[src/rtl/mul_sign_acc_pkg.sv]
// Shared defaults and configuration rule for the signed product accumulator.
package mul_sign_acc_pkg;

    localparam int DW_DEF    = 8;
    localparam int KLEN_DEF  = 25;
    localparam int ACC_W_DEF = 24;

    // Accumulator must hold KLEN full-scale products plus a sign bit without wrapping.
    function automatic bit acc_w_ok(input int dw, input int klen, input int acc_w);
        return (acc_w >= 2 * dw + $clog2(klen) + 1) && (klen >= 2) && (klen <= 256);
    endfunction

    localparam bit ACC_W_DEF_OK = acc_w_ok(DW_DEF, KLEN_DEF, ACC_W_DEF);

endpackage

[src/rtl/mul_sign_acc_mag.sv]
// Restores two's complement from an unsigned product magnitude and a sign flag.
// Latency: combinational. Backpressure: none.
module mag_to_twos #(
    parameter int DW    = 8,
    parameter int ACC_W = 24
) (
    input  logic [2*DW-1:0]         mag,
    input  logic                    sign,
    output logic signed [ACC_W-1:0] term
);

    logic signed [ACC_W-1:0] zext;

    always_comb begin
        zext = '0;
        zext[2*DW-1:0] = mag;
        term = sign ? -zext : zext;
    end

endmodule

[src/rtl/mul_sign_acc.sv]
// Sign-restores PE products and sums KLEN of them into one signed result.
// Latency: final term at edge t -> out_valid in cycle t+1.
// Backpressure: one-entry output register; a sum completing into a full, unready register is dropped and sets sticky ovf.
module mul_sign_acc
    import mul_sign_acc_pkg::*;
#(
    parameter int DW    = DW_DEF,
    parameter int KLEN  = KLEN_DEF,
    parameter int ACC_W = ACC_W_DEF
) (
    input  logic                      clk,
    input  logic                      rst,
    input  logic [2*DW-1:0]           mul_result,
    input  logic                      result_flag,
    input  logic                      signal_flag,
    input  logic                      flush,
    output logic signed [ACC_W-1:0]   out_data,
    output logic                      out_valid,
    input  logic                      out_ready,
    output logic [$clog2(KLEN)-1:0]   term_cnt,
    output logic                      ovf
);

    localparam int CW = $clog2(KLEN);
    localparam logic [CW-1:0] LAST = CW'(KLEN - 1);

    logic signed [ACC_W-1:0] term;
    logic signed [ACC_W-1:0] acc;
    logic signed [ACC_W-1:0] sum;
    logic                    take;
    logic                    done;

    mag_to_twos #(
        .DW    (DW),
        .ACC_W (ACC_W)
    ) u_mag_to_twos (
        .mag  (mul_result),
        .sign (signal_flag),
        .term (term)
    );

    always_comb begin
        take = result_flag && !flush;
        done = take && (term_cnt == LAST);
        sum  = ((term_cnt == '0) ? '0 : acc) + term;
    end

    always_ff @(posedge clk) begin
        if (rst) begin
            acc       <= '0;
            term_cnt  <= '0;
            out_data  <= '0;
            out_valid <= 1'b0;
            ovf       <= 1'b0;
        end else begin
            if (flush || done) begin
                acc      <= '0;
                term_cnt <= '0;
            end else if (take) begin
                acc      <= sum;
                term_cnt <= term_cnt + CW'(1);
            end

            // Accept-and-reload in the same cycle keeps the register streaming without loss.
            if (done) begin
                if (!out_valid || out_ready) begin
                    out_data  <= sum;
                    out_valid <= 1'b1;
                end else begin
                    ovf <= 1'b1;
                end
            end else if (out_valid && out_ready) begin
                out_valid <= 1'b0;
            end
        end
    end

endmodule

[config.mk]
export PLATFORM = sky130hd
export DESIGN_NAME = mul_sign_acc
export DESIGN_NICKNAME = d
export VERILOG_FILES = /design/src/rtl/mul_sign_acc_pkg.sv /design/src/rtl/mul_sign_acc_mag.sv /design/src/rtl/mul_sign_acc.sv
export SDC_FILE = /design/constraint.sdc
export NUM_CORES = 1
export LEC_CHECK = 0
export BUFFER_PORTS_ARGS = -buffer_cell sky130_fd_sc_hd__buf_2
export CORE_MARGIN = 3
export CORE_UTILIZATION = 40
export CTS_CLUSTER_SIZE = 20
export DETAILED_ROUTE_END_ITERATION = 10
export GPL_ROUTABILITY_DRIVEN = 0
export MAX_ROUTING_LAYER = met4
export PLACE_DENSITY_LB_ADDON = 0.12
export SYNTH_ARGS = -nofsm -noshare
export SYNTH_HDL_FRONTEND = slang
export SYNTH_HIERARCHICAL = 1
export SYNTH_SLANG_ARGS = --single-unit
[constraint.sdc]
create_clock -name clk -period 4.9 [get_ports clk]
set_input_delay 0.49 -clock clk [delete_from_list [all_inputs] [get_ports clk]]
set_output_delay 0.49 -clock clk [all_outputs]
set_load 0.02 [all_outputs]
==> results of run 1 <==
critical path, cell delays in order:
cell and delay (ns):
buf_2 0.13, or4_4 0.52, or3_1 0.47, o31a_1 0.33
ha_1 0.40, a21oi_1 0.28, o21ai_1 0.17, a221o_1 0.35
a21o_1 0.19, or3_1 0.32, nand3_1 0.10, a21oi_1 0.06
final cells by class:
cell class | count | area [um2] | share of cell area, %
Sequential cell | 55 | 1100 | 25.9
Clock inverter | 3 | 25.0 | 0.589
Multi-Input combinational cell | 402 | 2580 | 60.8
Inverter | 7 | 26.3 | 0.619
Clock buffer | 5 | 68.8 | 1.62
Timing Repair Buffer | 55 | 283 | 6.66
Tap cell | 129 | 161 | 3.80
power by group:
group / leakage (nW) / total (mW) / switching [mW] / internal [mW]
Combinational: 1.21 / 0.162 / 0.102 / 0.0596
Sequential: 0.444 / 0.455 / 0.00251 / 0.452
Clock: 0.0443 / 0.258 / 0.155 / 0.103
Total: 1.70 / 0.874 / 0.260 / 0.614
metal layers:
metal	up-vias	wire length, um	global-route usage [%]
met3	17	310	2.61
met4	0	171	4.08
li1	1799	-	-
met5	-	0	-
met2	74	4950	32.2
met1	1626	4300	22.5
kinds of logic (layout without fill, tap and decap cells):
logic type | count (synthesis) | in the layout | synth area share, %
AO/OA/AOI/OAI | 140 | 140 | 24.9
XOR/XNOR | 38 | 38 | 8.67
adder cells (fa/ha/maj) | 27 | 27 | 9.00
buffers and inverters | 35 | 70 | 4.37
flip-flops | 55 | 55 | 28.7
AND/OR/NAND/NOR | 197 | 197 | 24.3
through the flow:
| stage | power [mW] | area (um2) | instances |
|---|---|---|---|
| 2_1_floorplan | 0.584 | 3840 | 492 |
| 3_3_place_gp | 0.625 | 4150 | 648 |
| 3_5_place_dp | 0.627 | 4150 | 648 |
| 4_1_cts | 0.884 | 4250 | 656 |
| 5_1_grt | 0.921 | 4250 | 656 |
| 6_report | 0.874 | 4250 | 656 |
worst paths after layout:
check / from / to / depth (start not counted)
max: mul_result[9] / out_data[21]$_SDFFE_PP0P_ / 12
max reg2reg: term_cnt[0]$_SDFFE_PP0P_ / acc[22]$_SDFFE_PP0P_ / 15
min: acc[22]$_SDFFE_PP0P_ / acc[22]$_SDFFE_PP0P_ / 2
min reg2reg: acc[22]$_SDFFE_PP0P_ / acc[22]$_SDFFE_PP0P_ / 2
synthesized netlist by cell type, types with 4 or more instances:
cell type	number
xor2_1	11
nand2b_1	6
or3_1	4
a31oi_1	4
nor2_1	26
nand2_1	94
ha_1	26
o31ai_1	7
and2_1	4
nand3_1	10
o21ai_1	4
and3_1	5
buf_2	4
nor2b_1	28
o21ai_0	13
nor3_1	6
inv_1	7
dfxtp_1	55
o31a_1	8
a21oi_1	56
a211oi_1	8
clkbuf_1	18
a21o_1	9
xnor2_1	27
state kept, by name, indices dropped and copies added, names as in the netlist:
signal     cells
term_cnt       5
out_valid      1
ovf            1
out_data      24
acc           24
==> impl_metrics.env, run 1 <==
export IMPL_run_status="completed"
export IMPL_cts_root_buf="clkbuf_8"
export IMPL_final_common_cell="nand2_1"
export IMPL_synth_largest_area_cell="dfxtp_1"
export IMPL_htree_levels=2
export IMPL_ant_nets=0
export IMPL_synthFlopType="dfxtp_1"
export IMPL_p_leak_nw=1.70
export IMPL_start_util_pct=41.3
export IMPL_cts_sinks=55
export IMPL_cp_max_fo=9
export IMPL_port_buffers=52
export IMPL_avgRoutedWirePerCell_um=14.8
export IMPL_first_pass_iters=4
export IMPL_cp_end_kind="flop"
export IMPL_grt_ovfl_total=0
export IMPL_num_nets_final=575
export IMPL_worstHoldPathType="reg2reg"
export IMPL_ir_drop_v=0.000124
export IMPL_rsz0062_at_grt="no"
export IMPL_rows=35
export IMPL_final_cell_mix="94 x nand2_1, 56 x a21oi_1, 55 x dfxtp_1"
export IMPL_dp_hpwl_mm=7.47
export IMPL_first_iter_violations=154
export IMPL_holdBufCountCts=0
export IMPL_netlist_instances=492
export IMPL_r2r_setup_slack_ns=1.45
export IMPL_synth_seq_area_share_pct=28.7
export IMPL_pre_cts_slack_ns=0.998
export IMPL_crit_type="in2reg"
export IMPL_p_per_area_nw_per_um2=206
export IMPL_grt_antenna_before_repair=0
export IMPL_die_w_um=104
export IMPL_grt_pass1_vias=3317
export IMPL_cts_made_buffers=5
export IMPL_drv_cap=0
export IMPL_finalSetupViolCount=0
export IMPL_grt_usage_pct=18.4
export IMPL_cts_repair_resized=0
export IMPL_fmax_ghz=0.276
export IMPL_tritoncts="built"
export IMPL_min_period_over_period_pct=74.0
export IMPL_grt_max_degree=29
export IMPL_vias=3516
export IMPL_num_antenna_cells=0
export IMPL_grt_first_pass_wirelength_mm=16.2
export IMPL_yosys_warnings=6
export IMPL_arrival_ns=3.81
export IMPL_final_setup_tns_ns=0
export IMPL_worst_hold_slack_ns=0.452
export IMPL_synth_edff_count=0
export IMPL_syn_to_final_growth_pct=10.7
export IMPL_syn_area_um2=3840
export IMPL_hold_viol_final=0
export IMPL_yosysUniqueCellTypes=59
export IMPL_synth_top_area_share_pct=28.7
export IMPL_die_h_um=104
export IMPL_fin_ws_ns=1.27
export IMPL_vias_per_cell=5.36
export IMPL_worstSkewPairLatency_ns=0.31
export IMPL_syn_nets=541
export IMPL_cts_setup_buffers=0
export IMPL_core_area_um2=9280
export IMPL_max_slew_margin_rel_pct=20.5
export IMPL_drc=0
export IMPL_synth_area_leaders="dfxtp_1 29%, nand2_1 9.2%, ha_1 8.5%"
export IMPL_fp_dieArea_um2=10800
export IMPL_critPathLaunchType="input pin"
export IMPL_async_flop_share_pct=0
export IMPL_drive_above_1_share_pct=15.7
export IMPL_worst_pin_slew_ns=1.19
export IMPL_syn_avg_cell_area_um2=7.80
export IMPL_cp_required_ns=5.08
export IMPL_skew_ns=0.00829
export IMPL_synth_seq_cells=55
export IMPL_finalWirelength_mm=9.73
export IMPL_period_needed_ns=3.63
export IMPL_ioPinCount=53
export IMPL_clk_pin_slew_ns=0.10
export IMPL_fillCellCount=966
export IMPL_finalCoreUtilization_pct=45.8
export IMPL_clockBufferDepth=2
export IMPL_slew_viol_final=0
No activity file was read; power rests on OpenSTA's default activity.
==> run 2, diff against run 1 <==
==> constraint.sdc (replaced) <==
create_clock -name clk -period 3.3 [get_ports clk]
set_input_delay 0.33 -clock clk [delete_from_list [all_inputs] [get_ports clk]]
set_output_delay 0.33 -clock clk [all_outputs]
set_load 0.02 [all_outputs]
==> run 2 against run 1 <==
Net effect:
- first-iteration DRC count up 6.5%
- via count is 7.2% higher
- worst setup slack got worse by 1.1 ns
- critical endpoint is now out_data[18]$_SDFFE_PP0P_
- critical path depth grew 4
- highest routed layer unchanged
- sequential cell count did not move
- sequential share of layout area decreased by 2.9 points
==> impl_metrics.env, run 2 (synthesis results as in run 1) <==
export IMPL_grt_max_degree=29
export IMPL_crit_type="reg2reg"
export IMPL_worstSkewPairLatency_ns=0.32
export IMPL_post_dp_cell_area_um2=4550
export IMPL_first_pass_iters=4
export IMPL_port_buffers=52
export IMPL_cts_root_buf="clkbuf_8"
export IMPL_clockBufferDepth=2
export IMPL_use_met3_pct=2.86
export IMPL_clk_pin_slew_ns=0.10
export IMPL_htree_levels=2
export IMPL_slew_viol_final=0
export IMPL_grt_first_pass_wirelength_mm=17.5
export IMPL_critPathLaunchType="flop"
export IMPL_cp_end_kind="flop"
export IMPL_arrival_ns=3.39
export IMPL_final_cell_mix="94 x nand2_1, 57 x buf_4, 53 x dfxtp_1"
export IMPL_grt_pass1_vias=3671
export IMPL_max_slew_margin_rel_pct=36.7
export IMPL_grt_busiest_layer="met2"
export IMPL_worst_hold_slack_ns=0.328
export IMPL_die_w_um=104
export IMPL_multi_input_area_um2=2710
export IMPL_p_leak_nw=1.99
export IMPL_die_h_um=104
export IMPL_grt_antenna_before_repair=0
export IMPL_top_regs="acc x24, out_data x24, term_cnt x5"
export IMPL_ant_nets=0
export IMPL_avgRoutedWirePerCell_um=15.1
export IMPL_grt_usage_pct=19.9
export IMPL_register_area_um2=1110
export IMPL_drive_above_1_share_pct=27.6
export IMPL_ir_drop_v=0.000225
export IMPL_met1_usage_pct=23.2
export IMPL_cp_required_ns=3.56
export IMPL_syn_to_final_growth_pct=25.3
export IMPL_skew_ns=0.00530
export IMPL_pre_cts_slack_ns=-0.268
export IMPL_p_per_area_nw_per_um2=285
export IMPL_cp_max_fo=8
export IMPL_dp_hpwl_mm=8.31
export IMPL_grt_util_met2_pct=35.4
export IMPL_power_mw=1.37
export IMPL_final_setup_tns_ns=0
export IMPL_final_area_um2=4810
export IMPL_start_util_pct=41.3
export IMPL_period_needed_ns=3.13
export IMPL_min_period_over_period_pct=94.7
export IMPL_final_common_cell="nand2_1"
export IMPL_first_iter_violations=164
export IMPL_core_area_um2=9280
export IMPL_drc=0
export IMPL_worst_pin_slew_ns=0.950
export IMPL_hold_viol_final=0
export IMPL_finalWirelength_mm=10.7
export IMPL_num_nets_final=631
export IMPL_vias_per_cell=5.29
export IMPL_rows=35
export IMPL_tritoncts="built"
export IMPL_drv_cap=0
export IMPL_num_antenna_cells=0
export IMPL_fmax_ghz=0.320
export IMPL_finalNonFillerCells=712
export IMPL_fp_dieArea_um2=10800
export IMPL_r2r_setup_slack_ns=0.17
export IMPL_ioPinCount=53
export IMPL_finalSetupViolCount=0
export IMPL_cts_made_buffers=5
export IMPL_finalCoreUtilization_pct=51.8
export IMPL_fin_ws_ns=0.173
export IMPL_worstHoldPathType="in2reg"
export IMPL_place_inst=699
export IMPL_fillCellCount=922
export IMPL_vias=3768
export IMPL_grt_ovfl_total=0
export IMPL_cts_sinks=55
export IMPL_run_status="completed"
==> run 2: critical path, stage by stage (launching register included) <==
cell,delay (ns)
dfxtp_4,0.37
inv_2,0.06
ha_4,0.13
nand2b_4,0.06
nor3_4,0.16
buf_6,0.16
nor2b_1,0.06
ha_2,0.20
fa_2,0.36
a21o_1,0.23
a221oi_2,0.30
a21o_2,0.29
buf_6,0.13
o31ai_1,0.07
xor2_1,0.24
nand2_1,0.10
a21oi_2,0.13
==> run 2: power breakdown <==
part	internal, mW	leakage, nW	switching, mW	total (mW)
Clock	0.153	0.0443	0.246	0.398
Combinational	0.131	1.50	0.167	0.297
Sequential	0.671	0.445	0.00359	0.674
==> run 2: repair_timing <==
action | in CTS | in global routing
setup buffers | 0 | 6
hold endpoints to repair | 0 | 0
setup endpoints to repair | 0 | 19
gates resized for setup | 0 | 31
hold buffers | 0 | 0
==> run 2: final timing paths <==
check	end	cells after the start	startpoint
worst max-delay path	out_data[18]$_SDFFE_PP0P_	16	term_cnt[1]$_SDFFE_PP0P_
worst min-delay path	out_valid$_SDFFE_PP0P_	4	out_ready
worst max register to register	out_data[18]$_SDFFE_PP0P_	16	term_cnt[1]$_SDFFE_PP0P_
worst min register to register	out_data[1]$_SDFFE_PP0P_	2	out_data[1]$_SDFFE_PP0P_
==> run 2: metal layers <==
layer  up-vias  share of wire [%]
li1       1907                  -
met1      1759                 43
met2        81                 51
met3        21                3.1
met4         0                2.2
met5         -                  0
==> run 2: area by class of cell <==
| class | instances | share of cell area, % |
|---|---|---|
| clock buffer | 5 | 1.43 |
| tap | 129 | 3.36 |
| inverter | 7 | 0.546 |
| multi-input combinational | 402 | 56.4 |
| clock inverter | 3 | 0.520 |
| sequential | 55 | 23.0 |
| timing repair buffer | 111 | 14.8 |
==> run 3, diff against run 2 <==
--- a/config.mk
+++ b/config.mk
@@ -5,11 +5,11 @@
 export SDC_FILE = /design/constraint.sdc
 export NUM_CORES = 1
 export LEC_CHECK = 0
-export BUFFER_PORTS_ARGS = -buffer_cell sky130_fd_sc_hd__buf_2
 export CORE_MARGIN = 3
 export CORE_UTILIZATION = 40
 export CTS_CLUSTER_SIZE = 20
 export DETAILED_ROUTE_END_ITERATION = 10
+export DONT_BUFFER_PORTS = 1
 export GPL_ROUTABILITY_DRIVEN = 0
 export MAX_ROUTING_LAYER = met4
 export PLACE_DENSITY_LB_ADDON = 0.12
==> constraint.sdc (replaced) <==
create_clock -name clk -period 3.1 [get_ports clk]
set_input_delay 0.31 -clock clk [delete_from_list [all_inputs] [get_ports clk]]
set_output_delay 0.31 -clock clk [all_outputs]
set_load 0.02 [all_outputs]
==> run 3 against run 2 <==
Net effect:
- sequential power rose by 6.5%
- critical path depth shrank 3
- wire length is 2.5% lower
- register-to-register slack worse by 0.03 ns
- global-route usage fell by 0.72 points
- non-clock buffer count shrank 45
- critical endpoint is now out_data[22]$_SDFFE_PP0P_
- largest power group unchanged
==> impl_metrics.env, run 3 (synthesis results as in run 1) <==
export IMPL_run_status="completed"
export IMPL_fp_dieArea_um2=10800
export IMPL_worstHoldPathType="in2reg"
export IMPL_tritoncts="built"
export IMPL_avgRoutedWirePerCell_um=15.7
export IMPL_port_buffers=0
export IMPL_period_needed_ns=3.00
export IMPL_final_setup_tns_ns=0
export IMPL_drc=0
export IMPL_grt_first_pass_wirelength_mm=16.4
export IMPL_final_common_cell="nand2_1"
export IMPL_first_pass_iters=4
export IMPL_cp_max_fo=8
export IMPL_start_util_pct=41.3
export IMPL_grt_pass1_vias=3413
export IMPL_max_slew_margin_rel_pct=36.1
export IMPL_multi_input_area_um2=2870
export IMPL_ioPinCount=53
export IMPL_slew_viol_final=0
export IMPL_ant_nets=0
export IMPL_die_h_um=104
export IMPL_cts_sinks=55
export IMPL_hold_viol_final=0
export IMPL_crit_type="in2reg"
export IMPL_core_area_um2=9280
export IMPL_ir_drop_v=0.000219
export IMPL_syn_to_final_growth_pct=24.2
export IMPL_grt_max_degree=29
export IMPL_drive_above_1_share_pct=26.8
export IMPL_critPathLaunchType="input pin"
export IMPL_cp_required_ns=3.31
export IMPL_cp_buffers_inverters=1
export IMPL_switching_power_mw=0.402
export IMPL_final_cell_mix="94 x nand2_1, 64 x buf_4, 53 x dfxtp_1"
export IMPL_drv_cap=0
export IMPL_path_depth=13
export IMPL_skew_ns=0.00634
export IMPL_rows=35
export IMPL_r2r_worst_path_cells=16
export IMPL_power_frac_comb_pct=20.8
export IMPL_die_w_um=104
export IMPL_path_cells="or4_4, or3_4, buf_4, o21ai_2, xnor2_1, ha_1, a21o_1, and3_1, o21a_1, o21a_4, nor4_4, nand3b_1, a21oi_2"
export IMPL_p_clk_share_pct=29.3
export IMPL_cts_made_buffers=5
export IMPL_num_nets_final=586
export IMPL_cts_root_buf="clkbuf_8"
export IMPL_grt_antenna_before_repair=0
export IMPL_grt_usage_pct=19.2
export IMPL_worstSkewPairLatency_ns=0.31
export IMPL_clk_pin_slew_ns=0.10
export IMPL_sequentialPowerShare_pct=49.9
export IMPL_fillCellCount=914
export IMPL_cpMaxStageDelayCell="or4_4"
export IMPL_worst_path_largest_cell_delay_ns=0.53
export IMPL_cp_end_kind="flop"
export IMPL_vias_per_cell=5.32
export IMPL_dp_hpwl_mm=8.05
export IMPL_p_leak_nw=1.78
export IMPL_arrival_ns=3.21
export IMPL_worst_pin_slew_ns=0.959
export IMPL_finalSetupViolCount=0
export IMPL_num_antenna_cells=0
export IMPL_fmax_ghz=0.333
export IMPL_min_period_over_period_pct=96.8
export IMPL_critPathTopFamily="simple AND/OR/NAND/NOR gates"
export IMPL_finalWirelength_mm=10.5
export IMPL_first_iter_violations=113
export IMPL_hold_depth=1
export IMPL_worst_hold_slack_ns=0.0465
export IMPL_rsz0062_at_grt="yes"
export IMPL_register_area_um2=1100
export IMPL_p_sw_share_pct=28.0
export IMPL_p_int_mw=1.04
export IMPL_clockBufferDepth=2
export IMPL_htree_levels=2
export IMPL_top_regs="acc x24, out_data x24, term_cnt x5"
export IMPL_p_per_area_nw_per_um2=302
export IMPL_vias=3547
export IMPL_finalCoreUtilization_pct=51.3
export IMPL_grt_ovfl_total=0
run 3: worst paths after layout:
path / start / end / slack [ns]
worst min register to register: acc[6]$_SDFFE_PP0P_ / acc[6]$_SDFFE_PP0P_ / 0.45
worst max register to register: term_cnt[0]$_SDFFE_PP0P_ / out_data[22]$_SDFFE_PP0P_ / 0.14
worst min-delay path: rst / out_data[10]$_SDFFE_PP0P_ / 0.05
worst max-delay path: mul_result[12] / out_data[22]$_SDFFE_PP0P_ / 0.1
run 3: worst register-to-register path, stage by stage, from the launching register on:
cell	delay (ns)
dfxtp_2	0.33
inv_2	0.07
ha_4	0.14
nand2b_4	0.05
nor3_2	0.09
buf_4	0.17
buf_6	0.16
nor2b_1	0.09
ha_1	0.25
or3_1	0.43
o221ai_2	0.25
and2_4	0.21
a211oi_4	0.05
buf_4	0.15
o31ai_4	0.19
nand3b_1	0.12
a21oi_2	0.14
run 3: stage by stage:
stage	setup WS (ns)	instances	power, mW	area (um2)
floorplan	-0.189	492	0.925	3870
global placement	-0.235	657	1.00	4370
detailed placement	-0.252	657	1.01	4370
CTS	-0.00106	665	1.43	4490
global route	-0.0242	667	1.51	4770
finish	0.0987	667	1.44	4770
run 3: timing repair:
| item | in CTS | in global routing |
|---|---|---|
| cloned | 0 | 0 |
| gates resized for setup | 4 | 58 |
| pin swaps | 1 | 20 |
| buffers inserted | 0 | 2 |
| hold buffers | 0 | 0 |
| endpoints found under the setup margin | 5 | 27 |
run 3: final cells by class:
type	count	share of cell area, %
multi-input cells	402	60.3
flip-flops and latches	55	23.2
repair buffers	66	10.6
well taps	129	3.39
clock buffers	6	1.73
inverters	7	0.551
clock inverters	2	0.341
run 3: routing by layer:
metal	wire length [um]	global-route usage (%)
met5	0	-
met4	173	6.27
met3	283	2.92
met2	5490	34.3
met1	4530	22.0
run 3: power groups by stage:
| stage | combinational [mW] | clock, mW | sequential [mW] |
|---|---|---|---|
| after global routing | 0.329 | 0.461 | 0.720 |
| after CTS | 0.274 | 0.435 | 0.718 |
| final | 0.299 | 0.421 | 0.718 |
| after global placement | 0.270 | 0 | 0.734 |
| after floorplan | 0.190 | 0 | 0.735 |
| after detailed placement | 0.271 | 0 | 0.735 |
